<file path="src/rtl/arb_requester_pkg.sv">
// Shared arbiter package: channel FSM state encoding and
// default burst-length / grant-wait parameters.
package arb_requester_pkg;

  localparam int DEF_LEN_W   = 4;
  localparam int DEF_TIMEOUT = 15;

  typedef enum logic [1:0] {
    ST_IDLE = 2'd0,
    ST_REQ  = 2'd1,
    ST_OWN  = 2'd2,
    ST_REL  = 2'd3
  } chan_state_t;

endpackage

</file>
<file path="src/rtl/arb_requester_if.sv">
// Requester bundle: job strobes/lengths and grants in; requests,
// status pulses and the grant-conflict flag out.
interface arb_requester_if
  import arb_requester_pkg::*;
#(
  parameter int LEN_W = DEF_LEN_W
);

  logic             start_0;
  logic             start_1;
  logic [LEN_W-1:0] len_0;
  logic [LEN_W-1:0] len_1;
  logic             gnt_0;
  logic             gnt_1;
  logic             req_0;
  logic             req_1;
  logic             busy_0;
  logic             busy_1;
  logic             done_0;
  logic             done_1;
  logic             timeout_0;
  logic             timeout_1;
  logic             gnt_conflict;

  modport master (
    output start_0, start_1, len_0, len_1,
    output gnt_0, gnt_1,
    input  req_0, req_1, busy_0, busy_1,
    input  done_0, done_1, timeout_0, timeout_1,
    input  gnt_conflict
  );

  modport slave (
    input  start_0, start_1, len_0, len_1,
    input  gnt_0, gnt_1,
    output req_0, req_1, busy_0, busy_1,
    output done_0, done_1, timeout_0, timeout_1,
    output gnt_conflict
  );

endinterface

</file>
<file path="src/rtl/arb_req_chan.sv">
// One requester channel: IDLE/REQ/OWN/REL burst FSM.
// Ports: clk, rst, start, len, gnt in; req, busy, done, timeout out.
module arb_req_chan
  import arb_requester_pkg::*;
#(
  parameter int LEN_W   = DEF_LEN_W,
  parameter int TIMEOUT = DEF_TIMEOUT
) (
  input  logic             clk,
  input  logic             rst,
  input  logic             start,
  input  logic [LEN_W-1:0] len,
  input  logic             gnt,
  output logic             req,
  output logic             busy,
  output logic             done,
  output logic             timeout
);

  localparam int WAIT_W = $clog2(TIMEOUT + 1);

  chan_state_t      state_q;
  chan_state_t      state_d;
  logic [LEN_W-1:0] rem_q;
  logic [LEN_W-1:0] rem_d;
  logic [WAIT_W-1:0] wait_q;
  logic [WAIT_W-1:0] wait_d;
  logic [WAIT_W-1:0] wait_inc;
  logic             tmo_d;

  assign wait_inc = wait_q + WAIT_W'(1);

  // rem holds beats still owed minus one, so a grant
  // with rem at zero is the final beat of the burst.
  always_comb begin
    state_d = state_q;
    rem_d   = rem_q;
    wait_d  = wait_q;
    tmo_d   = 1'b0;
    unique case (state_q)
      ST_IDLE: begin
        if (start) begin
          rem_d   = len;
          wait_d  = '0;
          state_d = ST_REQ;
        end
      end
      ST_REQ: begin
        if (gnt) begin
          if (rem_q == '0) begin
            state_d = ST_REL;
          end else begin
            rem_d   = rem_q - LEN_W'(1);
            state_d = ST_OWN;
          end
        end else if (wait_inc == WAIT_W'(TIMEOUT)) begin
          wait_d  = '0;
          tmo_d   = 1'b1;
          state_d = ST_IDLE;
        end else begin
          wait_d = wait_inc;
        end
      end
      ST_OWN: begin
        if (gnt) begin
          if (rem_q == '0) begin
            state_d = ST_REL;
          end else begin
            rem_d = rem_q - LEN_W'(1);
          end
        end else begin
          wait_d  = '0;
          state_d = ST_REQ;
        end
      end
      ST_REL: begin
        state_d = ST_IDLE;
      end
      default: begin
        state_d = ST_IDLE;
      end
    endcase
  end

  // Outputs are flops loaded from the next state so they
  // line up with the state register.
  always_ff @(posedge clk) begin
    if (rst) begin
      state_q <= ST_IDLE;
      rem_q   <= '0;
      wait_q  <= '0;
      req     <= 1'b0;
      busy    <= 1'b0;
      done    <= 1'b0;
      timeout <= 1'b0;
    end else begin
      state_q <= state_d;
      rem_q   <= rem_d;
      wait_q  <= wait_d;
      req     <= (state_d == ST_REQ) ||
                 (state_d == ST_OWN);
      busy    <= (state_d != ST_IDLE);
      done    <= (state_d == ST_REL);
      timeout <= tmo_d;
    end
  end

endmodule

</file>
<file path="src/rtl/arb_requester.sv">
// Two-channel arbiter requester with a sticky grant-conflict flag.
// Ports: clk, rst and the arb_requester_if slave bundle.
module arb_requester
  import arb_requester_pkg::*;
#(
  parameter int LEN_W   = DEF_LEN_W,
  parameter int TIMEOUT = DEF_TIMEOUT
) (
  input logic            clk,
  input logic            rst,
  arb_requester_if.slave bus
);

  arb_req_chan #(
    .LEN_W   (LEN_W),
    .TIMEOUT (TIMEOUT)
  ) u_chan_0 (
    .clk     (clk),
    .rst     (rst),
    .start   (bus.start_0),
    .len     (bus.len_0),
    .gnt     (bus.gnt_0),
    .req     (bus.req_0),
    .busy    (bus.busy_0),
    .done    (bus.done_0),
    .timeout (bus.timeout_0)
  );

  arb_req_chan #(
    .LEN_W   (LEN_W),
    .TIMEOUT (TIMEOUT)
  ) u_chan_1 (
    .clk     (clk),
    .rst     (rst),
    .start   (bus.start_1),
    .len     (bus.len_1),
    .gnt     (bus.gnt_1),
    .req     (bus.req_1),
    .busy    (bus.busy_1),
    .done    (bus.done_1),
    .timeout (bus.timeout_1)
  );

  // The arbiter must never grant both clients; once seen,
  // the flag holds until reset.
  always_ff @(posedge clk) begin
    if (rst) begin
      bus.gnt_conflict <= 1'b0;
    end else if (bus.gnt_0 && bus.gnt_1) begin
      bus.gnt_conflict <= 1'b1;
    end
  end

endmodule

</file>
<file path="src/flat_wrapper.sv">
// flat-port wrapper written by rule: the top's interface ports become plain ports
module arb_requester_flat import arb_requester_pkg::*;
#(
  parameter int LEN_W   = DEF_LEN_W,
  parameter int TIMEOUT = DEF_TIMEOUT
)
  (clk, rst, bus_start_0, bus_start_1, bus_len_0, bus_len_1, bus_gnt_0, bus_gnt_1, bus_req_0, bus_req_1, bus_busy_0, bus_busy_1, bus_done_0, bus_done_1, bus_timeout_0, bus_timeout_1, bus_gnt_conflict);
  arb_requester_if #(.LEN_W(LEN_W)) bus_i ();
  input logic clk;
  input logic rst;
  input wire logic [$bits(bus_i.start_0)-1:0] bus_start_0;
  input wire logic [$bits(bus_i.start_1)-1:0] bus_start_1;
  input wire logic [$bits(bus_i.len_0)-1:0] bus_len_0;
  input wire logic [$bits(bus_i.len_1)-1:0] bus_len_1;
  input wire logic [$bits(bus_i.gnt_0)-1:0] bus_gnt_0;
  input wire logic [$bits(bus_i.gnt_1)-1:0] bus_gnt_1;
  output wire logic [$bits(bus_i.req_0)-1:0] bus_req_0;
  output wire logic [$bits(bus_i.req_1)-1:0] bus_req_1;
  output wire logic [$bits(bus_i.busy_0)-1:0] bus_busy_0;
  output wire logic [$bits(bus_i.busy_1)-1:0] bus_busy_1;
  output wire logic [$bits(bus_i.done_0)-1:0] bus_done_0;
  output wire logic [$bits(bus_i.done_1)-1:0] bus_done_1;
  output wire logic [$bits(bus_i.timeout_0)-1:0] bus_timeout_0;
  output wire logic [$bits(bus_i.timeout_1)-1:0] bus_timeout_1;
  output wire logic [$bits(bus_i.gnt_conflict)-1:0] bus_gnt_conflict;
  assign bus_i.start_0 = bus_start_0;
  assign bus_i.start_1 = bus_start_1;
  assign bus_i.len_0 = bus_len_0;
  assign bus_i.len_1 = bus_len_1;
  assign bus_i.gnt_0 = bus_gnt_0;
  assign bus_i.gnt_1 = bus_gnt_1;
  assign bus_req_0 = bus_i.req_0;
  assign bus_req_1 = bus_i.req_1;
  assign bus_busy_0 = bus_i.busy_0;
  assign bus_busy_1 = bus_i.busy_1;
  assign bus_done_0 = bus_i.done_0;
  assign bus_done_1 = bus_i.done_1;
  assign bus_timeout_0 = bus_i.timeout_0;
  assign bus_timeout_1 = bus_i.timeout_1;
  assign bus_gnt_conflict = bus_i.gnt_conflict;
  arb_requester #(.LEN_W(LEN_W), .TIMEOUT(TIMEOUT)) u_core (.clk(clk), .rst(rst), .bus(bus_i));
endmodule
</file>
<file path="config.mk">
export PLATFORM = sky130hd
export DESIGN_NAME = arb_requester_flat
export DESIGN_NICKNAME = d
export VERILOG_FILES = /design/src/rtl/arb_requester_pkg.sv /design/src/rtl/arb_requester_if.sv /design/src/rtl/arb_req_chan.sv /design/src/rtl/arb_requester.sv /design/src/flat_wrapper.sv
export SDC_FILE = /design/constraint.sdc
export NUM_CORES = 1
export LEC_CHECK = 0
export ABC_AREA = 1
export ABC_CLOCK_PERIOD_IN_PS = 5000
export CAP_MARGIN = 20
export CORE_UTILIZATION = 58
export CTS_BUF_LIST = sky130_fd_sc_hd__clkbuf_8
export DETAILED_ROUTE_END_ITERATION = 7
export GPL_TIMING_DRIVEN = 1
export HOLD_SLACK_MARGIN = 0.15
export PLACE_DENSITY = 0.93
export SYNTH_ARGS = -nofsm -noshare
export SYNTH_HDL_FRONTEND = slang
export SYNTH_SLANG_ARGS = --single-unit
</file>
<file path="constraint.sdc">
create_clock -name clk -period 5 [get_ports clk]
set_input_delay 1 -clock clk [delete_from_list [all_inputs] [get_ports clk]]
set_output_delay 1 -clock clk [all_outputs]
set_load 0.02 [all_outputs]
</file>
# Word level (Yosys, flattened, before mapping)
# Cells that the tools add are included.
dict set report word_totals {
  memories 0
  rom_bits 0
  ramBits 0
  wordCells 100
  ff_bits 29
  latchBits 0
}
dict set report op_classes {
  n_bitwise 2
  order_cmp 0
  muxes 34
  add_sub_neg 4
  n_reduce_logical 21
  n_mul 0
  n_shift 0
  eq_ne 24
  div_mod_pow 0
}
# op n
set ops {}
lappend ops {{$mux W4} 14}
lappend ops {{$pmux W4 S3} 2}
lappend ops {{$mux W2} 10}
lappend ops {{$eq A2 B2 Y1 const B} 8}
lappend ops {{$ne A2 B2 Y1 const B} 8}
lappend ops {{$pmux W2 S4} 2}
lappend ops {{$pmux W4 S2} 2}
lappend ops {{$reduce_and A4 Y1} 4}
lappend ops {{$add A4 B1 Y4 const B} 2}
lappend ops {{$eq A2 B1 Y1 const B} 4}
lappend ops {{$eq A4 B4 Y1 const B} 2}
lappend ops {{$logic_not A4 Y1} 2}
lappend ops {{$reduce_bool A2 Y1} 4}
lappend ops {{$sub A4 B1 Y4 const B} 2}
lappend ops {{$reduce_bool A3 Y1} 2}
lappend ops {{$reduce_or A3 Y1} 2}
lappend ops {{$logic_not A2 Y1} 2}
lappend ops {{$mux W1} 4}
lappend ops {{$ne A2 B1 Y1 const B} 2}
lappend ops {{$reduce_or A2 Y1} 2}
lappend ops {{$logic_or A1 B1 Y1} 2}
lappend ops {{$not A1 Y1} 2}
lappend ops {{$logic_and A1 B1 Y1} 1}

# Logic depth before layout (Yosys ltp)
# Gate-level depths: netlist (run 1).
dict set report logic_depth {
  word_depth 7
  ltp_mapped 16
}

# Modules after synthesis
# From an unflattened synthesis (run 1), not the netlist that was laid out.
dict set report unflattened {
  hier_cells 248
  hier_area_um2 1776.7
}
# mod seq_area_each_um2 area_each_um2 cells_each instances
set by_module_without_submodules {}
lappend by_module_without_submodules {{arb_req_chan at u_core.u_chan_0} 280.3 889.6 122 1}
lappend by_module_without_submodules {{arb_req_chan at u_core.u_chan_1} 280.3 850.8 122 1}
lappend by_module_without_submodules {arb_requester 20.0 36.3 4 1}

# Least setup slack after synthesis (run 1)
# No wires, ideal clock.
dict set report synth_path {
  path_type {in2reg}
  start {input port bus_gnt_0}
  end {register u_core.u_chan_0.req}
  arrival_time_ns 1.805
  required_time_ns 4.882
  stages 8
  slack_ns 3.076
  setup_time_ns 0.118
  cell_sequence {nand2_1 a21oi_1 a21oi_1 nand2_2 a21boi_4 ha_1 inv_1 nor2_1}
}
dict set report synth_between {
  elab_chain_cells 4
  elab_cells_between_ends 6
  cone_classes {eq/ne: 2; mux: 3; reduce/logical: 1}
}
# item line_no
set synth_rtl {}
lappend synth_rtl {{start, declared} flat_wrapper.sv:15} ;# input wire logic [$bits(bus_i.gnt_0)-1:0] bus_gnt_0;
lappend synth_rtl {{$mux W2 (on tied branches)} {arb_req_chan.sv:65, arb_req_chan.sv:49}}
lappend synth_rtl {{$pmux W2 S4 *} arb_req_chan.sv:40} ;# unique case (state_q)
lappend synth_rtl {{$eq A2 B1 Y1 or $eq A2 B2 Y1 (tied branches)} {arb_req_chan.sv:100, arb_req_chan.sv:101}}
lappend synth_rtl {{$logic_or A1 B1 Y1 *} arb_req_chan.sv:100} ;# req <= (state_d == ST_REQ) ||
lappend synth_rtl {{end signal, assigned} arb_req_chan.sv:100}
lappend synth_rtl {{end, declared} arb_req_chan.sv:14} ;# output logic req,
# Every way passes the cells marked *; elsewhere a longest branch is shown, timed or not.
# A chain may end at the register's enable or synchronous reset.

# Final worst setup path (run 1)
dict set report layout_path {
  start {input port bus_gnt_1}
  end {register u_core.u_chan_1.done}
}
dict set report layout_between {
  elab_chain_cells 3
  elab_cells_between_ends 4
  cone_classes {eq/ne: 1; mux: 3}
}
# item line_no
set layout_rtl {}
lappend layout_rtl {{start, declared} flat_wrapper.sv:16} ;# input wire logic [$bits(bus_i.gnt_1)-1:0] bus_gnt_1;
lappend layout_rtl {{$mux W2 (on tied branches)} {arb_req_chan.sv:65, arb_req_chan.sv:49}}
lappend layout_rtl {{$pmux W2 S4 *} arb_req_chan.sv:40}
lappend layout_rtl {{net u_core.u_chan_1.state_d[0]} arb_req_chan.sv:23} ;# chan_state_t state_d;
lappend layout_rtl {{$eq A2 B2 Y1 *} arb_req_chan.sv:103} ;# done <= (state_d == ST_REL);
lappend layout_rtl {{end signal, assigned} arb_req_chan.sv:103}
lappend layout_rtl {{end, declared} arb_req_chan.sv:16} ;# output logic done,
# Mark *: on every way through the listed nets, which the timed path passes. The rest lies on a longest branch.

==> results of run 1 <==
==> cell type report <==
cell class	count	area, um2	area share
clock buffers	6	82.6	0.0398
clock inverters	1	3.75	0.00181
inverters	44	165	0.0795
multi-input cells	158	986	0.475
flip-flops and latches	29	581	0.280
well taps	31	38.8	0.0187
repair buffers	22	220	0.106
==> cells by family (layout without fill, tap and decap cells) <==
kind of cell / Yosys count / count (layout) / synth area share
flip-flops: 29 / 29 / 0.333
AO/OA/AOI/OAI: 53 / 53 / 0.170
adder cells (fa/ha/maj): 16 / 16 / 0.115
XOR/XNOR: 4 / 4 / 0.0244
buffers and inverters: 47 / 73 / 0.103
AND/OR/NAND/NOR: 85 / 85 / 0.256
==> sequential cells by signal, summed over array words and instances, names as in the netlist <==
| name | count |
|---|---|
| u_core.u_chan_0.wait_q | 4 |
| u_core.u_chan_1.done | 1 |
| u_core.u_chan_0.req | 1 |
| u_core.u_chan_1.timeout | 1 |
| u_core.u_chan_0.rem_q | 4 |
| u_core.u_chan_1.req | 1 |
| u_core.u_chan_1.busy | 1 |
| u_core.u_chan_0.busy | 1 |
| u_core.u_chan_1.state_q | 2 |
| u_core.bus.gnt_conflict | 1 |
| u_core.u_chan_1.wait_q | 4 |
| u_core.u_chan_1.rem_q | 4 |
| u_core.u_chan_0.timeout | 1 |
| u_core.u_chan_0.done | 1 |
| u_core.u_chan_0.state_q | 2 |
==> worst reg2reg max path: cells and delay by family (launching register included) <==
kind                     cells  cell delay [ps]
flip-flops                   1              350
AO/OA/AOI/OAI                1              190
AND/OR/NAND/NOR              3              270
buffers and inverters        5              360
adder cells (fa/ha/maj)      2              490
==> where the power goes <==
group / internal, mW / switching [mW]
Sequential: 0.289 / 0.0446
Clock: 0.107 / 0.0842
Combinational: 0.171 / 0.277
==> placed cells by master, fill, tap and decap left out, types with 9 or more instances in the layout <==
cell type / count
sky130_fd_sc_hd__a21oi_1: 24
sky130_fd_sc_hd__clkdlybuf4s50_1: 22
sky130_fd_sc_hd__dfxtp_1: 29
sky130_fd_sc_hd__ha_1: 16
sky130_fd_sc_hd__inv_1: 32
sky130_fd_sc_hd__inv_2: 13
sky130_fd_sc_hd__nand2_1: 34
sky130_fd_sc_hd__nand2_2: 10
sky130_fd_sc_hd__nand3_1: 9
sky130_fd_sc_hd__nor2_1: 12
sky130_fd_sc_hd__o21ai_0: 9
sky130_fd_sc_hd__o21ai_1: 13
==> stage by stage <==
| stage | worst slack (ps) | util | power (mW) |
|---|---|---|---|
| floorplan | 3080 | - | 0.674 |
| finish | 2600 | 0.740 | 0.972 |
| CTS | 2620 | 0.740 | 0.973 |
| global placement | 2330 | 0.710 | 0.762 |
| global route | 2480 | 0.740 | 1.06 |
| detailed placement | 2330 | 0.710 | 0.779 |
==> path summary, 6_finish.rpt <==
path	start	to	slack, ps	cells past startpoint
setup reg to reg	u_core.u_chan_0.state_q[1]	u_core.u_chan_0.req	3210	11
hold reg to reg	u_core.u_chan_1.rem_q[1]	u_core.u_chan_1.rem_q[1]	480	2
hold / removal	u_core.u_chan_1.rem_q[1]	u_core.u_chan_1.rem_q[1]	480	2
setup / recovery	bus_gnt_1	u_core.u_chan_1.done	2600	9
==> per-layer routing <==
metal / vias up / share of wire
li1: 797 / -
met1: 671 / 0.47
met2: 30 / 0.48
met3: 5 / 0.035
met4: 0 / 0.014
met5: - / 0
==> results.md, run 1 <==
## Synth
* 0 — Post-synth EDFFs
* 0.333 — fraction of the yosys area taken by sequential cells
* sky130_fd_sc_hd__dfxtp_1 — cell type with the highest aggregate area in the netlist
* 7.46 um2 — Avg Inst Size Synth
* 0 — async set-reset flop share out of synthesis
* 234 — gate count after technology mapping
* sky130_fd_sc_hd__dfxtp_1, sky130_fd_sc_hd__ha_1, sky130_fd_sc_hd__nand2_1 — synth top area cells
* 0 — Yosys warnings
* sky130_fd_sc_hd__nand2_1, sky130_fd_sc_hd__inv_1, sky130_fd_sc_hd__dfxtp_1, sky130_fd_sc_hd__a21oi_1, sky130_fd_sc_hd__ha_1 — ranking of synthesized cells by instance count
* sky130_fd_sc_hd__nand2_1 — most frequent cell after synthesis
* 32 — distinct cell type count of the synthesized netlist
* 264 — number of nets produced by synthesis
* sky130_fd_sc_hd__dfxtp_1 — most instantiated flip-flop cell in the synthesis netlist
* 0.333 — fraction of post-synthesis cell area in the top cell type by area
* 29 — post-synthesis register bit count
* 1750 um2 — synthesized area

## Timing
* 0.480 — Final period util
* 703 ps — transition at the pin with the smallest max-transition slack
* 0 — final hold violations
* 0 ps — Total Negative Setup Slacks
* no — setup repair after global routing missed its margin
* 484 ps — WHS
* 417 MHz — achievable clock frequency
* 0.530 — Relative slew margins
* 0 — total count of max-transition violations in the final report
* 2400 ps — min Tclk post-route
* 0 — count of final setup violators
* 1.98 ps — Max Clock Skew

## Global route
* 0.408 — met2 usage
* 0 — initial antenna violation count
* 0.279 — met1 track demand over resource in global routing
* 0.240 — Tot GR Track Use
* 1,428 — number of global-route vias before repair
* met2 — Top Usage Layer GRT
* 19 — largest net degree at the start of global routing
* 0.0783 — global routing met3 resource utilization
* 5.89 mm — wire length of the first global-routing pass
* 0 — grt ovf

## Setup path
* 620 ps — delay of the slowest cell on the worst path
* 2540 ps — worst endpoint data arrival time
* sky130_fd_sc_hd__inv_1 — CP dominant cell by count
* 3 — buffers plus inverters on the worst setup path
* clkdlybuf4s50_1 -> o21ai_1 -> o31ai_1 -> nand2_1 -> nand2_2 -> inv_1 -> ha_1 -> inv_1 -> nor2_1 — chain of cells forming the critical path
* flip-flop — crit path capture type
* 5140 ps — required time worst endpoint
* in2reg — path type of the worst setup path
* 6 — critical path peak fanout
* sky130_fd_sc_hd__clkdlybuf4s50_1 — slowest cell on the critical path
* buffers and inverters — kind of cell adding the most delay to the critical path
* primary input — startpoint type of the worst setup path

## Clocking
* 2 — count of H-tree levels built during CTS
* 5 — clock buffer count from CTS
* sky130_fd_sc_hd__clkbuf_8 — clk root buf
* 0 — Post-CTS Setup Repair Bufs
* 0 — CTS hold repair buffers
* 60 ps — CTS clock-pin slew for the worst setup and hold paths
* 29 — clk sinks
* 2 — largest buffer count on any clock path
* 280 ps — Worst-Skew Late Latency
* yes — CTS tree
* 0 — post-CTS resize count

## Finish
* 200 — fillcell total
* 291 — count of placed standard cells in the final layout, fillers left out
* 19.0% — Layout Area Growth over Synthesis
* 0 — Ant. Diodes
* 0.181 — share of layout cells above drive strength 1
* 290 — Final #Nets
* 2080 um2 — post-route cell area

## Power and ir drop
* 0.935 nW — leakage power
* 468 nW/um2 — power per cell area
* 0.352 mV — Max IR drop VDD

## Drt
* 11.2 um — DR WL/cell
* 41 — Initial DRC Count
* 1,503 — vias after detailed routing
* 0 — antenna-violating nets left
* 5.16 — Avg Vias per Cell
* 4 — length of the first detailed-routing pass in iterations
* 0 — DRC violations left
* 3.26 mm — detailed-route wire length

## Run
* 0 — max-capacitance violation count

## Placed design
* 1990 um2 — cell area after placement
* 0.774 — global placement routability congestion
* 284 — number of placed instances, taps included
* 22 — number of input and output port buffers inserted
* 2.43 mm — half-perimeter wire length of the detailed placement result

## Floorplan
* 56.9 um — floorplan die height
* 23 — boundary pin count
* 19 — number of placement rows
* 0.622 — starting utilization of the core area
* 3230 um2 — floorplan die area
* 56.9 um — die span in x
* 2810 um2 — area of the core

## Run status
* finished, final reports clean — run status

## Hold path
* reg2reg — worst hold-check path type

Power figures use the tool's default switching activity.
==> inputs of run 2 (changes only) <==
--- a/config.mk
+++ b/config.mk
@@ -6,14 +6,14 @@
 export NUM_CORES = 1
 export LEC_CHECK = 0
 export ABC_AREA = 1
-export ABC_CLOCK_PERIOD_IN_PS = 5000
+export ABC_CLOCK_PERIOD_IN_PS = 2150
 export CAP_MARGIN = 20
-export CORE_UTILIZATION = 58
+export CORE_UTILIZATION = 51
 export CTS_BUF_LIST = sky130_fd_sc_hd__clkbuf_8
 export DETAILED_ROUTE_END_ITERATION = 7
 export GPL_TIMING_DRIVEN = 1
 export HOLD_SLACK_MARGIN = 0.15
-export PLACE_DENSITY = 0.93
+export PLACE_DENSITY = 0.88
 export SYNTH_ARGS = -nofsm -noshare
 export SYNTH_HDL_FRONTEND = slang
 export SYNTH_SLANG_ARGS = --single-unit
==> constraint.sdc (replaced) <==
create_clock -name clk -period 2.15 [get_ports clk]
set_input_delay 0.43 -clock clk [delete_from_list [all_inputs] [get_ports clk]]
set_output_delay 0.43 -clock clk [all_outputs]
set_load 0.02 [all_outputs]
==> results.md, run 2 (same netlist as run 1, synthesis figures left out) <==
## Run status
* finished, final reports clean — run status

## Clocking
* 0 — CTS hold repair buffers
* yes — CTS tree
* sky130_fd_sc_hd__clkbuf_8 — clk root buf
* 0 — post-CTS resize count
* 2 — count of H-tree levels built during CTS
* 60 ps — CTS clock-pin slew for the worst setup and hold paths
* 280 ps — Worst-Skew Late Latency
* 5 — clock buffer count from CTS
* 2 — largest buffer count on any clock path
* 0 — Post-CTS Setup Repair Bufs
* 29 — clk sinks

## Placed design
* 2.49 mm — half-perimeter wire length of the detailed placement result
* 0.862 — global placement routability congestion
* 22 — number of input and output port buffers inserted
* 299 — number of placed instances, taps included

## Drt
* 37 — Initial DRC Count
* 4 — length of the first detailed-routing pass in iterations
* 10.5 um — DR WL/cell
* 1.51 mm — routed metal-1 wire length
* 1.52 mm — DR WL met2
* met4 — highest metal layer with signal wires
* 0 — DRC violations left
* 4.97 — Avg Vias per Cell
* 0 — antenna-violating nets left
* 132 um — met3 routed WL
* 3.21 mm — detailed-route wire length
* 1,526 — vias after detailed routing

## Power and ir drop
* 0.409 — switching fraction of total power
* 0.950 nW — leakage power
* 1090 nW/um2 — power per cell area
* 0.549 mV — Max IR drop VDD
* 0.452 — logic gate share of total power
* 1.36 mW — total internal power
* 0.333 — sequential share of power
* 0.215 — Clock Power Share
* 0.945 mW — Net Switching

## Timing
* 0 — count of final setup violators
* 1.64 ps — Max Clock Skew
* 0.784 — Relative slew margins
* 563 MHz — achievable clock frequency
* 0 — total count of max-transition violations in the final report
* 0 ps — Total Negative Setup Slacks
* 1770 ps — min Tclk post-route
* no — setup repair after global routing missed its margin
* 323 ps — transition at the pin with the smallest max-transition slack
* 0 — final hold violations
* 0.826 — Final period util

## Global route
* 18 — largest net degree at the start of global routing
* 0 — grt ovf
* 1,446 — number of global-route vias before repair
* 0.212 — Tot GR Track Use
* 5.72 mm — wire length of the first global-routing pass
* 0 — initial antenna violation count

## Floorplan
* 3660 um2 — floorplan die area
* 60.5 um — floorplan die height
* 0.554 — starting utilization of the core area
* 23 — boundary pin count
* 60.5 um — die span in x
* 20 — number of placement rows
* 3150 um2 — area of the core

## Setup path
* 380 ps — flop-to-flop setup slack
* reg2reg — path type of the worst setup path
* 1950 ps — worst endpoint data arrival time
* 5 — critical path peak fanout
* flip-flop — crit path capture type
* flip-flop — startpoint type of the worst setup path
* 2320 ps — required time worst endpoint

## Finish
* 307 — count of placed standard cells in the final layout, fillers left out
* 986 um2 — multi-input logic area
* 0 — Ant. Diodes
* sky130_fd_sc_hd__nand2_1 — most common cell after layout, fill and taps aside
* 280 — fillcell total
* 581 um2 — area taken by flip-flops and latches
* 0.194 — share of layout cells above drive strength 1
* sky130_fd_sc_hd__nand2_1, sky130_fd_sc_hd__inv_1, sky130_fd_sc_hd__dfxtp_1 — most used cells in the layout excluding fill and tap cells
* 21.6% — Layout Area Growth over Synthesis
* 292 — Final #Nets

## Hold path
* reg2reg — worst hold-check path type

## Run
* 0 — max-capacitance violation count

run 2: cell types whose count changed in the layout (fill, tap and decap cells not counted), sizes merged:
cell	change
clkbuf	+1
buf	+2
inv	-1
clkinv	+1
run 2: routing by layer:
layer,up-vias,GRT usage
met5,-,0
met4,0,0.0682
met3,6,0.0832
met2,25,0.369
met1,687,0.239
li1,808,-
run 2: worst max-delay path, stage by stage (launching register included):
cell	delay, ps
sky130_fd_sc_hd__dfxtp_1	410
sky130_fd_sc_hd__inv_1	90
sky130_fd_sc_hd__ha_1	230
sky130_fd_sc_hd__nand2_1	110
sky130_fd_sc_hd__a21oi_1	50
sky130_fd_sc_hd__a21oi_1	170
sky130_fd_sc_hd__nand2_2	90
sky130_fd_sc_hd__a21boi_4	170
sky130_fd_sc_hd__ha_1	250
sky130_fd_sc_hd__inv_1	50
sky130_fd_sc_hd__nor2_1	40
run 2: worst paths after layout:
path | startpoint | endpoint | cells past startpoint
setup / recovery | u_core.u_chan_0.state_q[0] | u_core.u_chan_0.req | 10
hold / removal | u_core.u_chan_1.rem_q[1] | u_core.u_chan_1.rem_q[1] | 2
setup reg to reg | u_core.u_chan_0.state_q[0] | u_core.u_chan_0.req | 10
hold reg to reg | u_core.u_chan_1.rem_q[1] | u_core.u_chan_1.rem_q[1] | 2
run 2: power groups by stage:
stage	Sequential, mW	Combinational, mW	Clock [mW]
floorplan	0.794	0.774	0
global placement	0.775	1.01	0
detailed placement	0.777	1.04	0
CTS	0.768	1.05	0.501
global route	0.785	1.19	0.528
finish	0.769	1.04	0.496
run 2: metrics by stage:
stage | hold slack (ps) | total power, mW | setup WS, ps | util | cell area (um2)
after detailed placement | 466 | 1.82 | 116 | 0.641 | 2020
final | 480 | 2.31 | 375 | 0.673 | 2120
after CTS | 475 | 2.32 | 365 | 0.673 | 2120
after global routing | 509 | 2.51 | 215 | 0.673 | 2120
after floorplan | 448 | 1.57 | 548 | - | 1750
after global placement | 466 | 1.78 | 213 | 0.641 | 2020
run 2: layout make-up:
cell class,count,share of cell area
clock buffers,7,0.0454
repair buffers,24,0.111
flip-flops and latches,29,0.273
well taps,44,0.0259
inverters,44,0.0778
clock inverters,1,0.00236
multi-input cells,158,0.464
